[src/rtl/stream_pair_aligner_if.sv]
// Operand streams A and B into the aligner, and the aligned pair stream out of it.
// Handshake: a beat transfers on a rising clk edge where tvalid && tready; a source holds
// tdata/tlast stable while tvalid is high and tready is low, and tvalid never waits on tready.
interface stream_pair_aligner_if #(
  parameter int WIDTH = 32
);
  logic [WIDTH-1:0] a_tdata;
  logic             a_tlast;
  logic             a_tvalid;
  logic             a_tready;
  logic [WIDTH-1:0] b_tdata;
  logic             b_tlast;
  logic             b_tvalid;
  logic             b_tready;
  logic [WIDTH-1:0] o_a_tdata;
  logic [WIDTH-1:0] o_b_tdata;
  logic             o_tlast;
  logic             o_tvalid;
  logic             o_tready;

  modport slave (
    input  a_tdata, a_tlast, a_tvalid,
    output a_tready,
    input  b_tdata, b_tlast, b_tvalid,
    output b_tready,
    output o_a_tdata, o_b_tdata, o_tlast, o_tvalid,
    input  o_tready
  );

  modport master (
    output a_tdata, a_tlast, a_tvalid,
    input  a_tready,
    output b_tdata, b_tlast, b_tvalid,
    input  b_tready,
    input  o_a_tdata, o_b_tdata, o_tlast, o_tvalid,
    output o_tready
  );
endinterface

[src/rtl/stream_pair_aligner.sv]
// Buffers operand streams A and B and releases them as lock-step pairs; a packet-length
// mismatch drains both packets to their last words and resumes at the next packet start.
module stream_pair_aligner #(
  parameter int WIDTH     = 32,
  parameter int FIFO_SIZE = 4
) (
  input  logic                 clk,
  input  logic                 reset,
  input  logic                 clear,
  stream_pair_aligner_if.slave bus,
  output logic [15:0]          mismatch_count,
  output logic                 state_dbg
);

  localparam int DEPTH = 1 << FIFO_SIZE;

  typedef enum logic {ALIGNED = 1'b0, DRAIN = 1'b1} state_t;

  state_t             state_q, state_d;
  logic [15:0]        mismatch_count_q, mismatch_count_d;
  logic [FIFO_SIZE:0] wr_a_q, wr_a_d, rd_a_q, rd_a_d;
  logic [FIFO_SIZE:0] wr_b_q, wr_b_d, rd_b_q, rd_b_d;
  logic               rdy_en_q;
  logic [WIDTH:0]     mem_a_q [DEPTH];
  logic [WIDTH:0]     mem_b_q [DEPTH];

  logic [WIDTH:0] head_a, head_b;
  logic           empty_a, empty_b, full_a, full_b;
  logic           push_a, push_b, pop_a, pop_b;
  logic           both_avail, lasts_match, o_valid;

  // Pointers carry one extra wrap bit so full and empty are distinguishable.
  assign empty_a = (wr_a_q == rd_a_q);
  assign empty_b = (wr_b_q == rd_b_q);
  assign full_a  = (wr_a_q[FIFO_SIZE] != rd_a_q[FIFO_SIZE]) &&
                   (wr_a_q[FIFO_SIZE-1:0] == rd_a_q[FIFO_SIZE-1:0]);
  assign full_b  = (wr_b_q[FIFO_SIZE] != rd_b_q[FIFO_SIZE]) &&
                   (wr_b_q[FIFO_SIZE-1:0] == rd_b_q[FIFO_SIZE-1:0]);
  assign head_a  = mem_a_q[rd_a_q[FIFO_SIZE-1:0]];
  assign head_b  = mem_b_q[rd_b_q[FIFO_SIZE-1:0]];

  assign bus.a_tready = rdy_en_q & ~full_a;
  assign bus.b_tready = rdy_en_q & ~full_b;
  assign push_a       = bus.a_tvalid & bus.a_tready & ~clear;
  assign push_b       = bus.b_tvalid & bus.b_tready & ~clear;

  assign both_avail  = ~empty_a & ~empty_b;
  assign lasts_match = (head_a[WIDTH] == head_b[WIDTH]);
  assign o_valid     = (state_q == ALIGNED) & both_avail & lasts_match;

  assign bus.o_tvalid  = o_valid;
  assign bus.o_tlast   = o_valid & head_a[WIDTH];
  assign bus.o_a_tdata = o_valid ? head_a[WIDTH-1:0] : '0;
  assign bus.o_b_tdata = o_valid ? head_b[WIDTH-1:0] : '0;

  assign mismatch_count = mismatch_count_q;
  assign state_dbg      = (state_q == DRAIN);

  always_comb begin
    state_d          = state_q;
    mismatch_count_d = mismatch_count_q;
    pop_a            = 1'b0;
    pop_b            = 1'b0;
    case (state_q)
      ALIGNED: begin
        if (both_avail) begin
          if (lasts_match) begin
            pop_a = bus.o_tready;
            pop_b = bus.o_tready;
          end else begin
            state_d = DRAIN;
            if (mismatch_count_q != 16'hFFFF) mismatch_count_d = mismatch_count_q + 16'd1;
          end
        end
      end
      default: begin
        // The shorter packet parks on its last word until the longer one catches up.
        if (both_avail && head_a[WIDTH] && head_b[WIDTH]) begin
          pop_a   = 1'b1;
          pop_b   = 1'b1;
          state_d = ALIGNED;
        end else begin
          pop_a = ~empty_a & ~head_a[WIDTH];
          pop_b = ~empty_b & ~head_b[WIDTH];
        end
      end
    endcase
    wr_a_d = wr_a_q + (FIFO_SIZE+1)'(push_a);
    wr_b_d = wr_b_q + (FIFO_SIZE+1)'(push_b);
    rd_a_d = rd_a_q + (FIFO_SIZE+1)'(pop_a);
    rd_b_d = rd_b_q + (FIFO_SIZE+1)'(pop_b);
    if (clear) begin
      state_d          = ALIGNED;
      mismatch_count_d = '0;
      wr_a_d           = '0;
      wr_b_d           = '0;
      rd_a_d           = '0;
      rd_b_d           = '0;
    end
  end

  always_ff @(posedge clk or posedge reset) begin
    if (reset) begin
      state_q          <= ALIGNED;
      mismatch_count_q <= '0;
      wr_a_q           <= '0;
      wr_b_q           <= '0;
      rd_a_q           <= '0;
      rd_b_q           <= '0;
      rdy_en_q         <= 1'b0;
    end else begin
      state_q          <= state_d;
      mismatch_count_q <= mismatch_count_d;
      wr_a_q           <= wr_a_d;
      wr_b_q           <= wr_b_d;
      rd_a_q           <= rd_a_d;
      rd_b_q           <= rd_b_d;
      rdy_en_q         <= 1'b1;
    end
  end

  // Storage needs no reset: entries are only read once the pointers say they were written.
  always_ff @(posedge clk) begin
    if (push_a) mem_a_q[wr_a_q[FIFO_SIZE-1:0]] <= {bus.a_tlast, bus.a_tdata};
    if (push_b) mem_b_q[wr_b_q[FIFO_SIZE-1:0]] <= {bus.b_tlast, bus.b_tdata};
  end

endmodule

[src/flat_wrapper.sv]
// flat-port wrapper written by rule: the top's interface ports become plain ports
module stream_pair_aligner_flat 
#(
  parameter int WIDTH     = 32,
  parameter int FIFO_SIZE = 4
)
  (clk, reset, clear, mismatch_count, state_dbg, bus_a_tdata, bus_a_tlast, bus_a_tvalid, bus_a_tready, bus_b_tdata, bus_b_tlast, bus_b_tvalid, bus_b_tready, bus_o_a_tdata, bus_o_b_tdata, bus_o_tlast, bus_o_tvalid, bus_o_tready);
  stream_pair_aligner_if #(.WIDTH(WIDTH)) bus_i ();
  input  logic clk;
  input  logic reset;
  input  logic clear;
  output logic [15:0] mismatch_count;
  output logic state_dbg;
  input wire logic [$bits(bus_i.a_tdata)-1:0] bus_a_tdata;
  input wire logic [$bits(bus_i.a_tlast)-1:0] bus_a_tlast;
  input wire logic [$bits(bus_i.a_tvalid)-1:0] bus_a_tvalid;
  output wire logic [$bits(bus_i.a_tready)-1:0] bus_a_tready;
  input wire logic [$bits(bus_i.b_tdata)-1:0] bus_b_tdata;
  input wire logic [$bits(bus_i.b_tlast)-1:0] bus_b_tlast;
  input wire logic [$bits(bus_i.b_tvalid)-1:0] bus_b_tvalid;
  output wire logic [$bits(bus_i.b_tready)-1:0] bus_b_tready;
  output wire logic [$bits(bus_i.o_a_tdata)-1:0] bus_o_a_tdata;
  output wire logic [$bits(bus_i.o_b_tdata)-1:0] bus_o_b_tdata;
  output wire logic [$bits(bus_i.o_tlast)-1:0] bus_o_tlast;
  output wire logic [$bits(bus_i.o_tvalid)-1:0] bus_o_tvalid;
  input wire logic [$bits(bus_i.o_tready)-1:0] bus_o_tready;
  assign bus_i.a_tdata = bus_a_tdata;
  assign bus_i.a_tlast = bus_a_tlast;
  assign bus_i.a_tvalid = bus_a_tvalid;
  assign bus_a_tready = bus_i.a_tready;
  assign bus_i.b_tdata = bus_b_tdata;
  assign bus_i.b_tlast = bus_b_tlast;
  assign bus_i.b_tvalid = bus_b_tvalid;
  assign bus_b_tready = bus_i.b_tready;
  assign bus_o_a_tdata = bus_i.o_a_tdata;
  assign bus_o_b_tdata = bus_i.o_b_tdata;
  assign bus_o_tlast = bus_i.o_tlast;
  assign bus_o_tvalid = bus_i.o_tvalid;
  assign bus_i.o_tready = bus_o_tready;
  stream_pair_aligner #(.WIDTH(WIDTH), .FIFO_SIZE(FIFO_SIZE)) u_core (.clk(clk), .reset(reset), .clear(clear), .bus(bus_i), .mismatch_count(mismatch_count), .state_dbg(state_dbg));
endmodule
[config.mk]
export PLATFORM = sky130hd
export DESIGN_NAME = stream_pair_aligner_flat
export DESIGN_NICKNAME = d
export VERILOG_FILES = /design/src/rtl/stream_pair_aligner_if.sv /design/src/rtl/stream_pair_aligner.sv /design/src/flat_wrapper.sv
export SDC_FILE = /design/constraint.sdc
export NUM_CORES = 1
export LEC_CHECK = 0
export BUFFER_PORTS_ARGS = -buffer_cell sky130_fd_sc_hd__buf_2
export CAP_MARGIN = 10
export CORE_ASPECT_RATIO = 1.75
export CORE_MARGIN = 5
export CORE_UTILIZATION = 45
export CTS_BUF_LIST = sky130_fd_sc_hd__clkbuf_16
export CTS_CLUSTER_DIAMETER = 120
export DETAILED_ROUTE_END_ITERATION = 10
export SETUP_SLACK_MARGIN = 0.5
export SYNTH_ARGS = -nofsm -noshare
export SYNTH_HDL_FRONTEND = slang
export SYNTH_SLANG_ARGS = --single-unit
[constraint.sdc]
create_clock -name clk -period 6.1 [get_ports clk]
set_clock_uncertainty 0.1 [all_clocks]
set_input_delay 0.305 -clock clk [delete_from_list [all_inputs] [get_ports clk]]
set_output_delay 0.305 -clock clk [all_outputs]
set_load 0.02 [all_outputs]
# Yosys cells after proc, flatten, opt, wreduce, memory -nomap -nowiden
# Memories as Yosys holds them, arrays and structs flattened.
# Index checks and enable logic that the tools add are counted.
totals:
  reg_bits: 38
  latchBits: 0
  mem_bits_rw: 1056
  romBits: 0
  inputBits: 72
  out_inout_bits: 85
  word_cells: 77
  mem_count: 2
mem_list:
  columns: ["name", "words", "word_bits", "read_ports", "rd_clocked_by_memory_dff", "write_ports", "line", "source"]
  rows:
  - ["u_core.mem_a_q", 16, 33, 1, 0, 1, "stream_pair_aligner.sv:24", "logic [WIDTH:0] mem_a_q [DEPTH];"]
  - ["u_core.mem_b_q", 16, 33, 1, 0, 1, "stream_pair_aligner.sv:25", "logic [WIDTH:0] mem_b_q [DEPTH];"]
classes:
  addsub: 5
  multipliers: 0
  n_div: 0
  n_lt_le_gt_ge: 0
  eq_ne: 10
  n_shift: 0
  mux: 26
  n_bitwise: 20
  n_reduce_logical: 7
op_table:
  columns: ["operator", "n"]
  rows:
  - ["$mux 16", 5]
  - ["$mux 32", 2]
  - ["$add 5x1->5", 4]
  - ["$mux 5", 4]
  - ["$add 16x1->16 const B", 1]
  - ["$ne 16x16->1 const B", 1]
  - ["$mux 1", 15]
  - ["$and 1x1->1", 12]
  - ["$eq 5x5->1", 2]
  - ["$eq 4x4->1", 2]
  - ["$not 1->1", 8]
  - ["$logic_and 1x1->1", 4]
  - ["$ne 2x2->1 const B", 2]
  - ["$reduce_and 4->1", 1]
  - ["$reduce_bool 2->1", 2]
  - ["$ne 1x1->1", 2]
  - ["$eq 1x1->1", 1]

# Depth between registers and ports, before layout
logic_depth:
  ltp_word: 9
  ltp_mapped: 12
  depth_no_buf: 11

# Least setup slack after synthesis
# No wires, ideal clock.
synth_timing:
  path_type: "register to register"
  startpoint: "register u_core.rd_a_q[0]"
  endpoint: "memory u_core.mem_a_q[0][0] in the netlist's numbering, enable pin"
  setup_time_ns: 0.464
  arrival_time_ns: 3.936
  t_required_ns: 5.536
  setup_slack_ns: 1.600
  stages_incl_launch_ff: 9
  path_buffers: 2
  synth_period_minus_slack_ns: 4.500
  cell_sequence: "dfrtp_1 buf_4 xnor2_1 nand4_1 nand2b_1 and3_1 clkbuf_1 or3b_2 nor3_1"
synth_via:
  elab_chain_cells: 8
synth_rtl:
  columns: ["item", "line", "source"]
  rows:
  - ["from (decl)", "stream_pair_aligner.sv:21", "logic [FIFO_SIZE:0] wr_a_q, wr_a_d, rd_a_q, rd_a_d;"]
  - ["from (signal assigned)", "stream_pair_aligner.sv:116", "rd_a_q <= rd_a_d;"]
  - ["$eq 4x4->1", "stream_pair_aligner.sv:36", "(wr_a_q[FIFO_SIZE-1:0] == rd_a_q[FIFO_SIZE-1:0]);"]
  - ["$logic_and 1x1->1", "stream_pair_aligner.sv:35", "assign full_a = (wr_a_q[FIFO_SIZE] != rd_a_q[FIFO_SIZE]) &&"]
  - ["$not 1->1", "stream_pair_aligner.sv:42", "assign bus.a_tready = rdy_en_q & ~full_a;"]
  - ["$and 1x1->1", "stream_pair_aligner.sv:42", null]
  - ["$and 1x1->1 (2 in a row)", "stream_pair_aligner.sv:44", "assign push_a = bus.a_tvalid & bus.a_tready & ~clear;"]
  - ["$mux 1", "stream_pair_aligner.sv:124", "if (push_a) mem_a_q[wr_a_q[FIFO_SIZE-1:0]] <= {bus.a_tlast, bus.a_tdata};"]
  - ["$mux 1 (not written as such)", "stream_pair_aligner.sv:124", null]
  - ["to (decl)", "stream_pair_aligner.sv:24", null]
# No other way between the ends.

# Worst setup path in the final report
layout_timing:
  startpoint: "register u_core.rd_a_q[0]"
  endpoint: "output port bus_o_a_tdata[28]"
layout_via:
  elab_chain_cells: 6
  elab_cells_between_ends: 8
  classes_between: "eq/ne: 2; mux: 1; bitwise: 4; memory: 1"
layout_rtl:
  columns: ["item", "line", "source"]
  rows:
  - ["branches (longest 5 deep; another with $mem_v2 16x33)", null, null]
  - ["$mux 32 *", "stream_pair_aligner.sv:53", "assign bus.o_a_tdata = o_valid ? head_a[WIDTH-1:0] : '0;"]
  - ["to (decl)", "flat_wrapper.sv:22", "output wire logic [$bits(bus_i.o_a_tdata)-1:0] bus_o_a_tdata;"]
# Mark *: on every way between the ends.

==> flow_summary.json <==
{
  "reg2reg_slack_ns": 2.25,
  "hold_viol": 0,
  "worstMarginPinSlew_ns": 1.140,
  "gp_congestion": 0.7419,
  "postSynthAreaPerCell_sq_um": 23.32,
  "min-delay-start": "clear",
  "pwr_density_cell_nw_per_um2": 306.4,
  "cts_setup_buffers": 0,
  "synth_seq_area_share": 0.7721,
  "setup_viol": 0,
  "cts.root.buffer_cell": "clkbuf_16",
  "syn_area_sq_um": 42300,
  "outcome": "finished, final reports clean",
  "min_path_cells": 3,
  "hold_path.class": "input port to register",
  "detail-route-antenna-nets": 0,
  "grt_pass1_wl_microns": 141200,
  "slew_violations": 0,
  "synth_fp_nets": 1895,
  "synthArstFlopShare": 0.03473,
  "synth_top_area_frac": 0.7496,
  "synth_most_common_cell": "edfxtp_1",
  "period_share": 0.7636,
  "crit_slowest_cell": "dfrtp_4",
  "synth_edf_count": 1056,
  "hpwl_microns": 52650,
  "r2r-end": "u_core.rd_a_q[4]$_DFF_PP0_",
  "startpoint_type": "register",
  "critPathMaxStageDelay_ns": 0.83,
  "utilization": 0.5245,
  "drive_above_1_share": 0.3415,
  "wl_per_cell_microns": 28.24,
  "synthToLayoutAreaGrowth_pct": 15.49,
  "clock_latency_ns": 0.67,
  "drtIter0Drc": 1389,
  "grt_overflow": 0,
  "worstSetupStartpoint": "u_core.rd_a_q[0]$_DFF_PP0_",
  "die_x_microns": 241.8,
  "reg2reg_depth": 12,
  "netlist_top_cells_area": "edfxtp_1, mux4_2, dfrtp_1",
  "synth_commonest_cells": "edfxtp_1, mux4_2, and3_1",
  "holdPathEnd": "u_core.rd_b_q[3]$_DFF_PP0_",
  "cts_resized": 0,
  "die_y_microns": 415.6,
  "numCtsBuffers": 99,
  "vias": 19393,
  "grt_pass1_vias": 21115,
  "synth_cells": 1814,
  "total_power_mw": 14.97,
  "viasPerCell": 5.753,
  "boundaryPins": 157,
  "cts_tree": "done",
  "antenna_found_initial": 6,
  "synth.largest_area_cell": "edfxtp_1",
  "crit_type": "register to output port",
  "nNetsFinal": 2164,
  "end_kind": "output port",
  "fin_setup_tns_ns": 0,
  "fillers": 7183,
  "rsz0062_at_grt": "no",
  "cts.clk_slew.worst_paths_ns": 0.07,
  "synthFlopType": "edfxtp_1",
  "worstReg2RegStart": "u_core.rd_b_q[2]$_DFF_PP0_",
  "drv_cap": 0,
  "cts.sinks": 1094,
  "cp_max_fo": 36,
  "p_leak_nw": 15.53,
  "fp-row-count": 148,
  "required_ns": 5.69,
  "core_sq_um": 93140,
  "start_util": 0.4542,
  "yosys_warnings": 0,
  "ir_worst_vdd_mv": 0.3194,
  "port_buffers": 156,
  "htreeDepth": 3,
  "clk_path_buf_depth": 3,
  "wl_microns": 95200,
  "slew_headroom": 0.2357,
  "grt_max_degree": 80,
  "period_minus_slack_ns": 4.658,
  "crit_arrival_ns": 4.25,
  "cp_cell_sequence": "buf_4 > buf_4 > mux4_2 > mux4_2 > and3_1 > buf_2",
  "firstDrtPassIters": 5,
  "synth_seq_cells": 1094,
  "grt_util_all_layers": 0.1888,
  "drcViolationCount": 0,
  "timing.fmax_mhz": 214.7,
  "ys_types": 37,
  "dieArea_sq_um": 100500
}
worst max-delay path, delay by kind of cell, from the launching register on:
kind,cells,cell delay (ns)
buffers and inverters,3,1.43
DFF,1,0.83
muxes,2,1.08
and+or+nand+nor,1,0.21
logic make-up (layout without fill, tap and decap cells):
kind of cell | after synthesis | count (layout) | synth area share
flip-flops | 1094 | 1094 | 0.7721
other | 1 | 5 | 0.00008865
buffers and inverters | 112 | 465 | 0.01165
adder cells (fa/ha/maj) | 9 | 9 | 0.002662
AND/OR/NAND/NOR | 208 | 208 | 0.02715
XOR/XNOR | 23 | 23 | 0.004762
AO/OA/AOI/OAI | 28 | 28 | 0.004171
multiplexers | 339 | 339 | 0.1774
where the power goes:
part / leakage, nW / switching [mW] / internal [mW]
clock: 1.71 / 2.70 / 3.74
sequential: 10.0 / 0.00783 / 8.25
combinational: 3.81 / 0.176 / 0.0957
total: 15.5 / 2.89 / 12.1
layout by cell type (no fill, tap or decap), types with 19 or more instances in the layout:
cell type and instances:
dlygate4sd3_1 67, inv_1 19, and3_1 67, nor2_1 21
nor2_4 25, edfxtp_1 1056, mux4_2 328, clkinv_1 20
clkbuf_16 103, clkinv_2 21, buf_4 48, buf_2 156
dfrtp_1 30
worst max path at each step:
stage	to	slack, ns	cells after the start
3_5_place_dp	bus_o_a_tdata[28]	2.01	6
4_1_cts	bus_o_a_tdata[28]	1.26	6
6_report	bus_o_a_tdata[28]	1.44	6
5_1_grt	bus_o_a_tdata[28]	1.09	6
2_1_floorplan	u_core.mem_a_q[0][0]$_DFFE_PP_	1.60	8
3_3_place_gp	bus_o_a_tdata[28]	2.05	6
routing by layer:
| layer | GRT usage | up-vias | wire length [microns] | part of all wire |
|---|---|---|---|---|
| met5 | 0 | - | 27 | 0.00028 |
| met2 | 0.3438 | 588 | 51730 | 0.54 |
| met1 | 0.2347 | 10419 | 36330 | 0.38 |
| li1 | - | 8263 | - | - |
| met3 | 0.03144 | 119 | 5161 | 0.054 |
| met4 | 0.05323 | 4 | 1947 | 0.020 |
through the flow:
step / setup WS (ns) / instance area, sq um / hold slack, ns / cells
final: 1.442 / 48860 / 0.09076 / 3371
after global placement: 2.050 / 44790 / 0.3993 / 3114
after detailed placement: 2.011 / 44790 / 0.3978 / 3114
after CTS: 1.263 / 48830 / 0.04679 / 3366
after floorplan: 1.600 / 42300 / 0.3039 / 1814
after global routing: 1.090 / 48850 / 0.09970 / 3369
timing repair:
item / in CTS / in global routing
endpoints found under the setup margin: 0 / 0
endpoints found under the hold margin: 1094 / 0
hold buffers: 67 / 0
state kept, by name (all words and copies together), names as in the netlist:
register               flops
u_core.rdy_en_q            1
u_core.state_dbg           1
u_core.wr_a_q              5
u_core.wr_b_q              5
u_core.rd_b_q              5
u_core.mem_b_q           528
u_core.mem_a_q           528
u_core.rd_a_q              5
u_core.mismatch_count     16
layout make-up:
class / instances / area (sq um) / area share
clock buffers: 103 / 2577 / 0.05276
well taps: 1200 / 1501 / 0.03073
flip-flops and latches: 1094 / 32680 / 0.6689
clock inverters: 82 / 800.8 / 0.01639
diodes: 4 / 10.01 / 0.0002049
inverters: 5 / 18.77 / 0.0003842
repair buffers: 275 / 1883 / 0.03854
multi-input cells: 608 / 9383 / 0.1921
(Power assumes the default switching activity.)
